## src/rtl/dp_pkg.sv

```systemverilog
// ---------------------------------------------------------------------------
// dp_pkg: shared constants and types for the data-plane receive stage.
//   PKT_DATA_WORDS : payload words per packet following the header
//   IDLE_PKT       : line value carried when no packet is being sent
//   dp_pkt_t       : one 32-bit line word {dest, body}
//   dp_rx_state_t  : receive FSM states
// ---------------------------------------------------------------------------
package dp_pkg;

  localparam int unsigned PKT_DATA_WORDS = 4;
  localparam logic [31:0] IDLE_PKT       = 32'h0;

  typedef struct packed {
    logic [15:0] dest;
    logic [15:0] body;
  } dp_pkt_t;

  typedef enum logic {
    RX_IDLE = 1'b0,
    RX_RECV = 1'b1
  } dp_rx_state_t;

endpackage

```

## src/rtl/rx_fifo.sv

```systemverilog
// ---------------------------------------------------------------------------
// rx_fifo: payload storage with speculative write pointer, commit pointer
// and read pointer. Words between commit and write are invisible to the
// reader until committed, or are discarded by a rollback.
// Ports:
//   clk, rst      clock, synchronous active-low reset
//   i_wr_en/data  append one word at the write pointer
//   i_commit      publish everything written so far, including a write
//                 happening on the same edge
//   i_rollback    drop uncommitted words (write pointer back to commit)
//   i_pop         advance the read pointer (ignored when empty)
//   o_rd_data     show-ahead head word, 0 when empty
//   o_empty       no committed words
//   o_level       committed words (commit - rd)
//   o_used        occupied slots including uncommitted (wr - rd)
// ---------------------------------------------------------------------------
module rx_fifo #(
  parameter int unsigned DATA_W    = 16,
  parameter int unsigned BUF_DEPTH = 16,
  localparam int unsigned PTR_W    = $clog2(BUF_DEPTH) + 1
) (
  input  logic              clk,
  input  logic              rst,
  input  logic              i_wr_en,
  input  logic [DATA_W-1:0] i_wr_data,
  input  logic              i_commit,
  input  logic              i_rollback,
  input  logic              i_pop,
  output logic [DATA_W-1:0] o_rd_data,
  output logic              o_empty,
  output logic [PTR_W-1:0]  o_level,
  output logic [PTR_W-1:0]  o_used
);

  localparam int unsigned IDX_W = PTR_W - 1;

  logic [DATA_W-1:0] r_mem [BUF_DEPTH];
  logic [PTR_W-1:0]  r_wr_ptr;
  logic [PTR_W-1:0]  r_commit_ptr;
  logic [PTR_W-1:0]  r_rd_ptr;
  logic              w_pop_ok;
  logic [PTR_W-1:0]  w_wr_ptr_inc;

  assign o_empty      = (r_commit_ptr == r_rd_ptr);
  assign w_pop_ok     = i_pop && !o_empty;
  assign w_wr_ptr_inc = r_wr_ptr + PTR_W'(1);
  assign o_level      = r_commit_ptr - r_rd_ptr;
  assign o_used       = r_wr_ptr - r_rd_ptr;
  assign o_rd_data    = o_empty ? '0 : r_mem[r_rd_ptr[IDX_W-1:0]];

  // Pointer update; the MSB of each pointer separates full from empty.
  always_ff @(posedge clk) begin
    if (!rst) begin
      r_wr_ptr     <= '0;
      r_commit_ptr <= '0;
      r_rd_ptr     <= '0;
    end else begin
      if (i_rollback) begin
        r_wr_ptr <= r_commit_ptr;
      end else if (i_wr_en) begin
        r_wr_ptr <= w_wr_ptr_inc;
      end
      if (i_commit) begin
        r_commit_ptr <= i_wr_en ? w_wr_ptr_inc : r_wr_ptr;
      end
      if (w_pop_ok) begin
        r_rd_ptr <= r_rd_ptr + PTR_W'(1);
      end
    end
  end

  // Storage array, no reset needed: unread slots are masked by o_empty.
  always_ff @(posedge clk) begin
    if (rst && i_wr_en) begin
      r_mem[r_wr_ptr[IDX_W-1:0]] <= i_wr_data;
    end
  end

endmodule

```

## src/rtl/data_plane_rx.sv

```systemverilog
// ---------------------------------------------------------------------------
// data_plane_rx: receive stage of the data plane. Watches the line for a
// header {dest,src} addressed to node_id, then captures PKT_DATA_WORDS
// payload words {dest,data} into rx_fifo and commits them as one unit.
// Ports:
//   clk, rst               clock, synchronous active-low reset
//   node_id                this node's id (0 never matches)
//   data_rx_packet         line word, 32'h0 = idle
//   gpp_trf_rx             GPP pop strobe
//   gpp_rx_data            show-ahead head word, 0 when empty
//   rx_empty, rx_level     committed-word status
//   data_rx_complete_flag  1-cycle pulse on packet commit
//   rx_src_node            src id of the last completed packet
//   rx_error_flag          1-cycle pulse on mid-payload abort
//   rx_drop_flag           1-cycle pulse on header refused for lack of space
//   rx_pkt_count           completed packets (stats build only)
//   rx_err_count           aborts + drops (stats build only)
// Build option: define DP_RX_STATS_EN to include the saturating counters;
// otherwise both counter ports read 0.
// ---------------------------------------------------------------------------
module data_plane_rx
  import dp_pkg::*;
#(
  parameter int unsigned DATA_W    = 16,
  parameter int unsigned BUF_DEPTH = 16
) (
  input  logic                         clk,
  input  logic                         rst,
  input  logic [DATA_W-1:0]            node_id,
  input  logic [2*DATA_W-1:0]          data_rx_packet,
  input  logic                         gpp_trf_rx,
  output logic [DATA_W-1:0]            gpp_rx_data,
  output logic                         rx_empty,
  output logic [$clog2(BUF_DEPTH):0]   rx_level,
  output logic                         data_rx_complete_flag,
  output logic [DATA_W-1:0]            rx_src_node,
  output logic                         rx_error_flag,
  output logic                         rx_drop_flag,
  output logic [15:0]                  rx_pkt_count,
  output logic [15:0]                  rx_err_count
);

  localparam int unsigned PTR_W = $clog2(BUF_DEPTH) + 1;
  localparam int unsigned CNT_W = $clog2(PKT_DATA_WORDS + 1);

  dp_rx_state_t      r_state, w_state_nxt;
  logic [CNT_W-1:0]  r_cnt, w_cnt_nxt;
  logic [DATA_W-1:0] r_src_tmp, w_src_tmp_nxt;
  logic [DATA_W-1:0] r_src_node, w_src_node_nxt;
  logic              r_complete, w_complete_nxt;
  logic              r_error, w_error_nxt;
  logic              r_drop, w_drop_nxt;

  logic [DATA_W-1:0] w_dest;
  logic [DATA_W-1:0] w_body;
  logic              w_dest_match;
  logic              w_is_header;
  logic [PTR_W-1:0]  w_used;
  logic [PTR_W-1:0]  w_free;
  logic              w_has_space;
  logic              w_wr_en;
  logic              w_commit;
  logic              w_rollback;

  assign w_dest       = data_rx_packet[2*DATA_W-1:DATA_W];
  assign w_body       = data_rx_packet[DATA_W-1:0];
  assign w_dest_match = (w_dest == node_id);
  assign w_is_header  = w_dest_match && (node_id != '0);
  // Free space counts uncommitted slots too; in IDLE there are none.
  assign w_free       = PTR_W'(BUF_DEPTH) - w_used;
  assign w_has_space  = (w_free >= PTR_W'(PKT_DATA_WORDS));

  rx_fifo #(
    .DATA_W    (DATA_W),
    .BUF_DEPTH (BUF_DEPTH)
  ) u_rx_fifo (
    .clk        (clk),
    .rst        (rst),
    .i_wr_en    (w_wr_en),
    .i_wr_data  (w_body),
    .i_commit   (w_commit),
    .i_rollback (w_rollback),
    .i_pop      (gpp_trf_rx),
    .o_rd_data  (gpp_rx_data),
    .o_empty    (rx_empty),
    .o_level    (rx_level),
    .o_used     (w_used)
  );

  // Next-state, FIFO control and flag decode.
  always_comb begin
    w_state_nxt    = r_state;
    w_cnt_nxt      = r_cnt;
    w_src_tmp_nxt  = r_src_tmp;
    w_src_node_nxt = r_src_node;
    w_complete_nxt = 1'b0;
    w_error_nxt    = 1'b0;
    w_drop_nxt     = 1'b0;
    w_wr_en        = 1'b0;
    w_commit       = 1'b0;
    w_rollback     = 1'b0;
    case (r_state)
      RX_IDLE: begin
        if (w_is_header) begin
          if (w_has_space) begin
            w_state_nxt   = RX_RECV;
            w_src_tmp_nxt = w_body;
            w_cnt_nxt     = '0;
          end else begin
            w_drop_nxt = 1'b1;
          end
        end
      end
      RX_RECV: begin
        if (w_dest_match) begin
          w_wr_en   = 1'b1;
          w_cnt_nxt = r_cnt + CNT_W'(1);
          if (r_cnt == CNT_W'(PKT_DATA_WORDS - 1)) begin
            w_commit       = 1'b1;
            w_src_node_nxt = r_src_tmp;
            w_complete_nxt = 1'b1;
            w_state_nxt    = RX_IDLE;
            w_cnt_nxt      = '0;
          end
        end else begin
          // Aborting word is consumed here, never re-decoded as a header.
          w_rollback  = 1'b1;
          w_error_nxt = 1'b1;
          w_state_nxt = RX_IDLE;
          w_cnt_nxt   = '0;
        end
      end
      default: begin
        w_state_nxt = RX_IDLE;
      end
    endcase
  end

  // State and registered flags.
  always_ff @(posedge clk) begin
    if (!rst) begin
      r_state    <= RX_IDLE;
      r_cnt      <= '0;
      r_src_tmp  <= '0;
      r_src_node <= '0;
      r_complete <= 1'b0;
      r_error    <= 1'b0;
      r_drop     <= 1'b0;
    end else begin
      r_state    <= w_state_nxt;
      r_cnt      <= w_cnt_nxt;
      r_src_tmp  <= w_src_tmp_nxt;
      r_src_node <= w_src_node_nxt;
      r_complete <= w_complete_nxt;
      r_error    <= w_error_nxt;
      r_drop     <= w_drop_nxt;
    end
  end

  assign data_rx_complete_flag = r_complete;
  assign rx_src_node           = r_src_node;
  assign rx_error_flag         = r_error;
  assign rx_drop_flag          = r_drop;

`ifdef DP_RX_STATS_EN
  logic [15:0] r_pkt_count;
  logic [15:0] r_err_count;

  // Saturating counters, updated on the same edge as their pulse.
  always_ff @(posedge clk) begin
    if (!rst) begin
      r_pkt_count <= '0;
      r_err_count <= '0;
    end else begin
      if (w_complete_nxt && (r_pkt_count != 16'hFFFF)) begin
        r_pkt_count <= r_pkt_count + 16'd1;
      end
      if ((w_error_nxt || w_drop_nxt) && (r_err_count != 16'hFFFF)) begin
        r_err_count <= r_err_count + 16'd1;
      end
    end
  end

  assign rx_pkt_count = r_pkt_count;
  assign rx_err_count = r_err_count;
`else
  assign rx_pkt_count = 16'h0;
  assign rx_err_count = 16'h0;
`endif

endmodule

```

## config.mk

```make
export PLATFORM = sky130hd
export DESIGN_NAME = data_plane_rx
export DESIGN_NICKNAME = d
export VERILOG_FILES = /design/src/rtl/dp_pkg.sv /design/src/rtl/rx_fifo.sv /design/src/rtl/data_plane_rx.sv
export SDC_FILE = /design/constraint.sdc
export NUM_CORES = 1
export LEC_CHECK = 0
export ABC_AREA = 0
export BUFFER_PORTS_ARGS = -buffer_cell sky130_fd_sc_hd__buf_4
export CAP_MARGIN = 20
export CORE_MARGIN = 2
export CORE_UTILIZATION = 30
export DETAILED_ROUTE_END_ITERATION = 10
export GPL_ROUTABILITY_DRIVEN = 0
export GPL_TIMING_DRIVEN = 0
export PLACE_DENSITY = 0.56
export SKIP_CTS_REPAIR_TIMING = 1
export SYNTH_ARGS = -nofsm -noshare
export SYNTH_HDL_FRONTEND = slang
export SYNTH_SLANG_ARGS = --single-unit
```

## constraint.sdc

```tcl
create_clock -name clk -period 4.6 [get_ports clk]
set_input_delay 0.69 -clock clk [delete_from_list [all_inputs] [get_ports clk]]
set_output_delay 0.69 -clock clk [all_outputs]
set_load 0.01 [all_outputs]
```

==> results.toml, run 1 <==
[status]
status = "finished clean"

[floorplan]
die_w_um = 212
die_h_um = 212
rows = 76
fp.dieArea_um2 = 45000
start_util_pct = 30.3
io_pins = 124
core_area_um2 = 42900

[setup_path]
crit_chain = "clkbuf_1, clkbuf_1, mux4_2, mux4_2, nor2b_1, buf_4"
worstPathArrival_ns = 3.34
cpPeakStageDelay_ns = 0.69
crit_path_end_kind = "output port"
worst_path_max_delay_cell = "clkbuf_1"
worst_setup_path_start_kind = "flip-flop"
worst-setup-path-type = "reg -> out"
cp_max_fo = 10
critPathRequiredTime_ns = 3.91

[synth]
synthCells = 770
async_flop_share_pct = 0
ys_ff_latch = 314
netlist_area_um2 = 13000
synth_top_area_share_pct = 59.1
yosysUniqueCellTypes = 47
synth_area_leaders = "edfxtp_1, mux4_2, dfxtp_1"
synth_edf_count = 256
avgSynthCellArea_um2 = 16.9
synth_top_area_cell = "edfxtp_1"
ys_warn_count = 0
synthFlopType = "edfxtp_1"
ys_seq_area_share_pct = 68.1

[sta]
fin_tns_setup_ns = 0
finalCritPeriodShare_pct = 87.7
maxSlewHeadroom_pct = 34.5
slew_violations = 0
fmax_mhz = 248
fin_worst_skew_ns = 0.0136
hold_viol = 0
setup_viol = 0
rsz0062_at_grt = "false"
worst_pin_slew_ns = 0.977
post-route-min-period_ns = 4.03

[place]
post-dp-hpwl_um = 21200
port_buffers = 91

[clock_network]
htree_levels = 2
numCtsBuffers = 34
cts_tree = "yes"
clock-sinks = 314
cts_root_buf = "clkbuf_16"
clock_latency_ns = 0.51
path_clk_slew_ns = 0.06
clk_path_buf_depth = 3

[routing]
drc = 0
first_pass_iters = 5
final_antenna_net_count = 0
via_count = 7118
finalWirelength_um = 30000
drtIter0Drc = 636
viasPerCell = 4.58
wl_per_cell_um = 19.3

[grt]
grt.busiest_layer = "met2"
use_met1_pct = 18.3
grt_first_pass_wirelength_um = 44700
grt_max_degree = 18
grt_overflow = 0
grt_pass1_vias = 7189
gr-usage-met2_pct = 22.0
grtUsageMet3_pct = 2.42
antenna_found_initial = 1
grtUsageTotal_pct = 13.4

[job]
drv_cap = 0

[finish]
n_antenna_cell = 0
utilization_pct = 37.4
fin_nets = 1016
drive_gt1_share_pct = 31.0
syn_to_final_growth_pct = 23.3

[pwr]
vdd_ir_drop_max_mv = 0.224
power_leakage_nw = 5.30
p_per_area_nw_per_um2 = 369

[min_path]
min_path_type = "reg -> reg"
[cell usage after synthesis (2+ instances only)]
cell      number
nor4_1         8
and4_1         2
nor4b_1        4
mux4_2        80
clkbuf_1      26
edfxtp_1     256
nand2_1       43
xnor2_1        7
or3_1          3
and3_1         3
mux2i_1       18
ha_1          17
xor2_1        19
nor3_1         6
nor2b_1       19
buf_2         11
nor3b_1        3
nand3b_1       2
a311oi_1       4
a21o_1         2
buf_4         32
nand3_1       29
inv_1         19
nor2_1        21
fa_1           2
nand4_1        3
o21ai_0       24
buf_1          4
a21oi_1       24
dfxtp_1       58
a31oi_1        5
[cells by family (layout without fill, tap and decap cells)]
family / after synthesis / after routing / share of synthesized area [%]
DFF: 314 / 314 / 68.1
and+or+nand+nor: 152 / 152 / 6.05
muxes: 98 / 98 / 15.2
buffers and inverters: 95 / 262 / 3.97
AOI/OAI and AO/OA: 64 / 64 / 2.76
xor gates and xnor gates: 27 / 27 / 1.93
adders and majority gates: 19 / 19 / 1.94
other: 1 / 32 / 0.0289
[worst paths after layout]
path | start | to | slack, ns | cells past startpoint
min | r_src_tmp[13]$_SDFFE_PN0P_ | r_src_tmp[13]$_SDFFE_PN0P_ | 0.46 | 2
min reg2reg | r_src_tmp[13]$_SDFFE_PN0P_ | r_src_tmp[13]$_SDFFE_PN0P_ | 0.46 | 2
max reg2reg | u_rx_fifo.r_wr_ptr[2]$_SDFF_PN0_ | r_src_tmp[11]$_SDFFE_PN0P_ | 1.46 | 12
max | flip-flop | gpp_rx_data[14] | 0.57 | 6
[registers in the layout, indices dropped and copies added (netlist names), named ones only]
signal and flops:
u_rx_fifo.r_wr_ptr 5, u_rx_fifo.r_mem 256, r_state 1, u_rx_fifo.r_commit_ptr 5
rx_error_flag 1, r_cnt 3, rx_drop_flag 1, data_rx_complete_flag 1
rx_src_node 16, u_rx_fifo.r_rd_ptr 5, r_src_tmp 16
[metal layers]
layer  wire, µm  up-vias  part of all wire, %
met2      14400      194                   48
met1      13500     3593                   45
met5          0        -                    0
met4        593        0                  2.0
met3       1500       48                  5.0
li1           -     3283                    -
[where the power goes]
part | internal [mW] | switching (mW)
registers | 3.07 | 0.00000337
clock network | 1.65 | 1.07
logic | 0.0554 | 0.0799
[layout make-up]
| cell class | instances | area (µm²) |
|---|---|---|
| Fill cell | 4009 | 26900 |
| Sequential cell | 314 | 8850 |
| Multi-Input combinational cell | 392 | 3800 |
| Timing Repair Buffer | 109 | 1010 |
| Clock buffer | 46 | 970 |
| Tap cell | 585 | 732 |
| Buffer | 76 | 444 |
| Clock inverter | 12 | 143 |
| Inverter | 19 | 71.3 |
[placed cells by master (no fill, tap or decap), types with 18 or more instances in the layout]
cell / n
xor2_1: 19
clkbuf_1: 34
clkbuf_16: 37
inv_1: 19
nand2_1: 43
dfxtp_1: 58
buf_4: 125
a21oi_1: 24
mux4_2: 80
nor2b_1: 19
conb_1: 32
mux2i_1: 18
o21ai_0: 24
nand3_1: 29
edfxtp_1: 256
[metrics by stage]
| step | total power [mW] | cells | hold WS (ns) | setup WS (ns) | instance area (µm²) |
|---|---|---|---|---|---|
| detailed placement | 3.26 | 1495 | 0.452 | 0.768 | 14900 |
| CTS | 5.97 | 1553 | 0.465 | 0.520 | 16000 |
| global route | 6.10 | 1553 | 0.485 | 0.440 | 16000 |
| floorplan | 3.18 | 801 | 0.435 | 1.16 | 13100 |
| global placement | 3.26 | 1477 | 0.451 | -0.603 | 14500 |
| finish | 5.92 | 1553 | 0.461 | 0.567 | 16000 |
[worst max-delay path, delay by kind of cell, from the launching register on]
| family | cells | cell delay (ns) |
|---|---|---|
| buffers and inverters | 3 | 1.41 |
| multiplexers | 2 | 0.96 |
| flip-flops | 1 | 0.30 |
| AND/OR/NAND/NOR | 1 | 0.17 |
No activity file was read; power rests on OpenSTA's default activity.
==> run 2, diff against run 1 <==
--- a/config.mk
+++ b/config.mk
@@ -9,12 +9,13 @@
 export BUFFER_PORTS_ARGS = -buffer_cell sky130_fd_sc_hd__buf_4
 export CAP_MARGIN = 20
 export CORE_MARGIN = 2
-export CORE_UTILIZATION = 30
+export CORE_UTILIZATION = 48
 export DETAILED_ROUTE_END_ITERATION = 10
 export GPL_ROUTABILITY_DRIVEN = 0
 export GPL_TIMING_DRIVEN = 0
-export PLACE_DENSITY = 0.56
+export PLACE_DENSITY = 0.77
 export SKIP_CTS_REPAIR_TIMING = 1
 export SYNTH_ARGS = -nofsm -noshare
 export SYNTH_HDL_FRONTEND = slang
+export SYNTH_HIERARCHICAL = 1
 export SYNTH_SLANG_ARGS = --single-unit
==> run 2 against run 1 <==
Die area decreased by 36%; synthesized cell count decreased by 2.6%; combinational power grew 3%; register-to-register slack better by 0.27 ns; first-iteration DRC count shrank 15%; via count is 1.9% lower; sequential cell count stayed put; design area down 2.9%; critical path depth increased by 2; sequential power is essentially flat; count of clock-buffer cells in the layout down 9; critical endpoint unchanged; largest power group unchanged.
==> results.toml, run 2 <==
[grt]
grtUsageTotal_pct = 18.7
grt_first_pass_wirelength_um = 41000
antenna_found_initial = 0
grt_pass1_vias = 7117
grt_overflow = 0
grt_max_degree = 18

[floorplan]
rows = 60
start_util_pct = 48.8
die_w_um = 169
io_pins = 124
die_h_um = 169
fp.dieArea_um2 = 28700
core_area_um2 = 26900

[pwr]
power_mw = 5.70
p_int_mw = 4.63
switching_share_pct = 18.8
p_seq_share_pct = 53.8
pwr-share-comb_pct = 2.4
p_per_area_nw_per_um2 = 366
vdd_ir_drop_max_mv = 0.239
power_leakage_nw = 5.55
power_switching_mw = 1.07
clock_power_share_pct = 43.8

[sta]
rsz0062_at_grt = "false"
fmax_mhz = 263
maxSlewHeadroom_pct = 32.5
post-route-min-period_ns = 3.80
fin_worst_skew_ns = 0.0125
setup_slack_ns = 0.801
slew_violations = 0
setup_viol = 0
worst_pin_slew_ns = 1.01
hold_viol = 0
finalCritPeriodShare_pct = 82.6
fin_tns_setup_ns = 0
fin_hold_ws_ns = 0.441

[synth]
yosysMostFrequentCell = "edfxtp_1"
synthFlopType = "edfxtp_1"
synth_top_area_share_pct = 58.6
ys_warn_count = 6
avgSynthCellArea_um2 = 17.5
synthCells = 750
synth_area_leaders = "edfxtp_1, dfxtp_1, mux4_2"
synth_top_area_cell = "edfxtp_1"
yosysUniqueCellTypes = 61
synth_edf_count = 256
ys_seq_area_share_pct = 67.5
netlist_area_um2 = 13100
ys_ff_latch = 314
async_flop_share_pct = 0
ys_top_cells_by_count = "edfxtp_1, nand2_1, dfxtp_1"

[setup_path]
cp_max_fo = 10
worstPathArrival_ns = 3.11
crit_path_end_kind = "output port"
worst_setup_path_start_kind = "flip-flop"
critPathRequiredTime_ns = 3.91
worst-setup-path-type = "reg -> out"

[place]
place_ws_ns = 0.889
post-dp-hpwl_um = 17900
placed_area_um2 = 14500
port_buffers = 91
dp_cells = 1225

[clock_network]
clk_path_buf_depth = 3
path_clk_slew_ns = 0.06
clock_latency_ns = 0.55
clock-sinks = 314
numCtsBuffers = 30
htree_levels = 1
cts_tree = "yes"
cts_root_buf = "clkbuf_16"

[routing]
wl_per_cell_um = 20.6
finalWirelength_um = 26300
final_antenna_net_count = 0
viasPerCell = 5.45
first_pass_iters = 4
drtIter0Drc = 542
via_count = 6983
drc = 0

[finish]
layout.cells.non_filler = 1281
drive_gt1_share_pct = 31.1
syn_to_final_growth_pct = 18.6
fin_nets = 983
n_antenna_cell = 0
utilization_pct = 57.9
stdcell_area_um2 = 15600
layout_commonest_cell = "edfxtp_1"
largest_reg_flops = 256
fill_cells = 1999
final_cell_mix = "edfxtp_1, buf_4, nand2_1"

[status]
status = "finished clean"

[job]
drv_cap = 0

[min_path]
min_path_type = "reg -> reg"
run 2: cell count changes in the layout (fill, tap and decap cells not counted), moves of 12 or more:
cell / previous run / this run
xor2_1: 19 / 6
a221o_1: 0 / 16
nand2_1: 43 / 62
mux2_2: 0 / 16
xnor2_1: 7 / 24
nand3_1: 29 / 6
mux4_1: 0 / 17
a21oi_1: 24 / 5
mux4_2: 80 / 47
clkbuf_1: 34 / 22
mux2i_1: 18 / 35
o21ai_0: 24 / 0
run 2: final timing paths:
path,cells past startpoint,end,startpoint,slack [ns]
min,1,r_cnt[2]$_SDFFE_PN0P_,r_cnt[2]$_SDFFE_PN0P_,0.44
max,8,gpp_rx_data[14],u_rx_fifo/r_rd_ptr[2]$_SDFFE_PN0P_,0.80
max reg2reg,11,r_src_tmp[8]$_SDFFE_PN0P_,u_rx_fifo/r_rd_ptr[0]$_SDFFE_PN0P_,1.73
min reg2reg,1,r_cnt[2]$_SDFFE_PN0P_,r_cnt[2]$_SDFFE_PN0P_,0.44
run 2: worst max-delay path, stage by stage, from the launching register on:
cell	delay (ns)
dfxtp_1	0.39
inv_1	0.09
ha_1	0.36
nand4_2	0.24
o211ai_2	0.37
clkbuf_1	0.38
and2b_1	0.25
a221o_1	0.32
buf_4	0.17
run 2: cell type report:
cell class              count  area, µm²  share of cell area [%]
multi-input cells         388       3870                    24.9
clock inverters            19        215                    1.38
clock buffers              37        798                    5.13
repair buffers            103        837                    5.38
well taps                 341        427                    2.74
flip-flops and latches    314       8850                    56.9
inverters                  10       37.5                   0.241
plain buffers              69        528                    3.39
run 2: cells by family (layout without fill, tap and decap cells):
| logic type | Yosys count | count (layout) | synth area share (%) |
|---|---|---|---|
| flip-flops | 314 | 314 | 67.5 |
| AND/OR/NAND/NOR | 147 | 147 | 5.99 |
| multiplexers | 115 | 115 | 15.5 |
| buffers and inverters | 79 | 238 | 4.31 |
| AO/OA/AOI/OAI | 47 | 47 | 2.93 |
| XOR/XNOR | 31 | 31 | 2.13 |
| adder cells (fa/ha/maj) | 16 | 16 | 1.64 |
| other | 1 | 32 | 0.0286 |
run 2: power groups by stage:
stage | clock, mW | sequential [mW] | combinational, mW
2_1_floorplan | 0 | 3.13 | 0.0579
6_report | 2.50 | 3.07 | 0.139
4_1_cts | 2.54 | 3.07 | 0.140
3_5_place_dp | 0 | 3.13 | 0.139
3_3_place_gp | 0 | 3.13 | 0.135
5_1_grt | 2.66 | 3.06 | 0.153
run 2: layer usage:
| metal | share of wire, % | vias up | routed length (µm) | GRT usage (%) |
|---|---|---|---|---|
| met2 | 49 | 233 | 13000 | 31.7 |
| li1 | - | 3188 | - | - |
| met1 | 43 | 3529 | 11200 | 25.7 |
| met3 | 6.4 | 33 | 1680 | 2.87 |
| met5 | 0 | - | 0 | 0 |
| met4 | 1.8 | 0 | 469 | 4.57 |
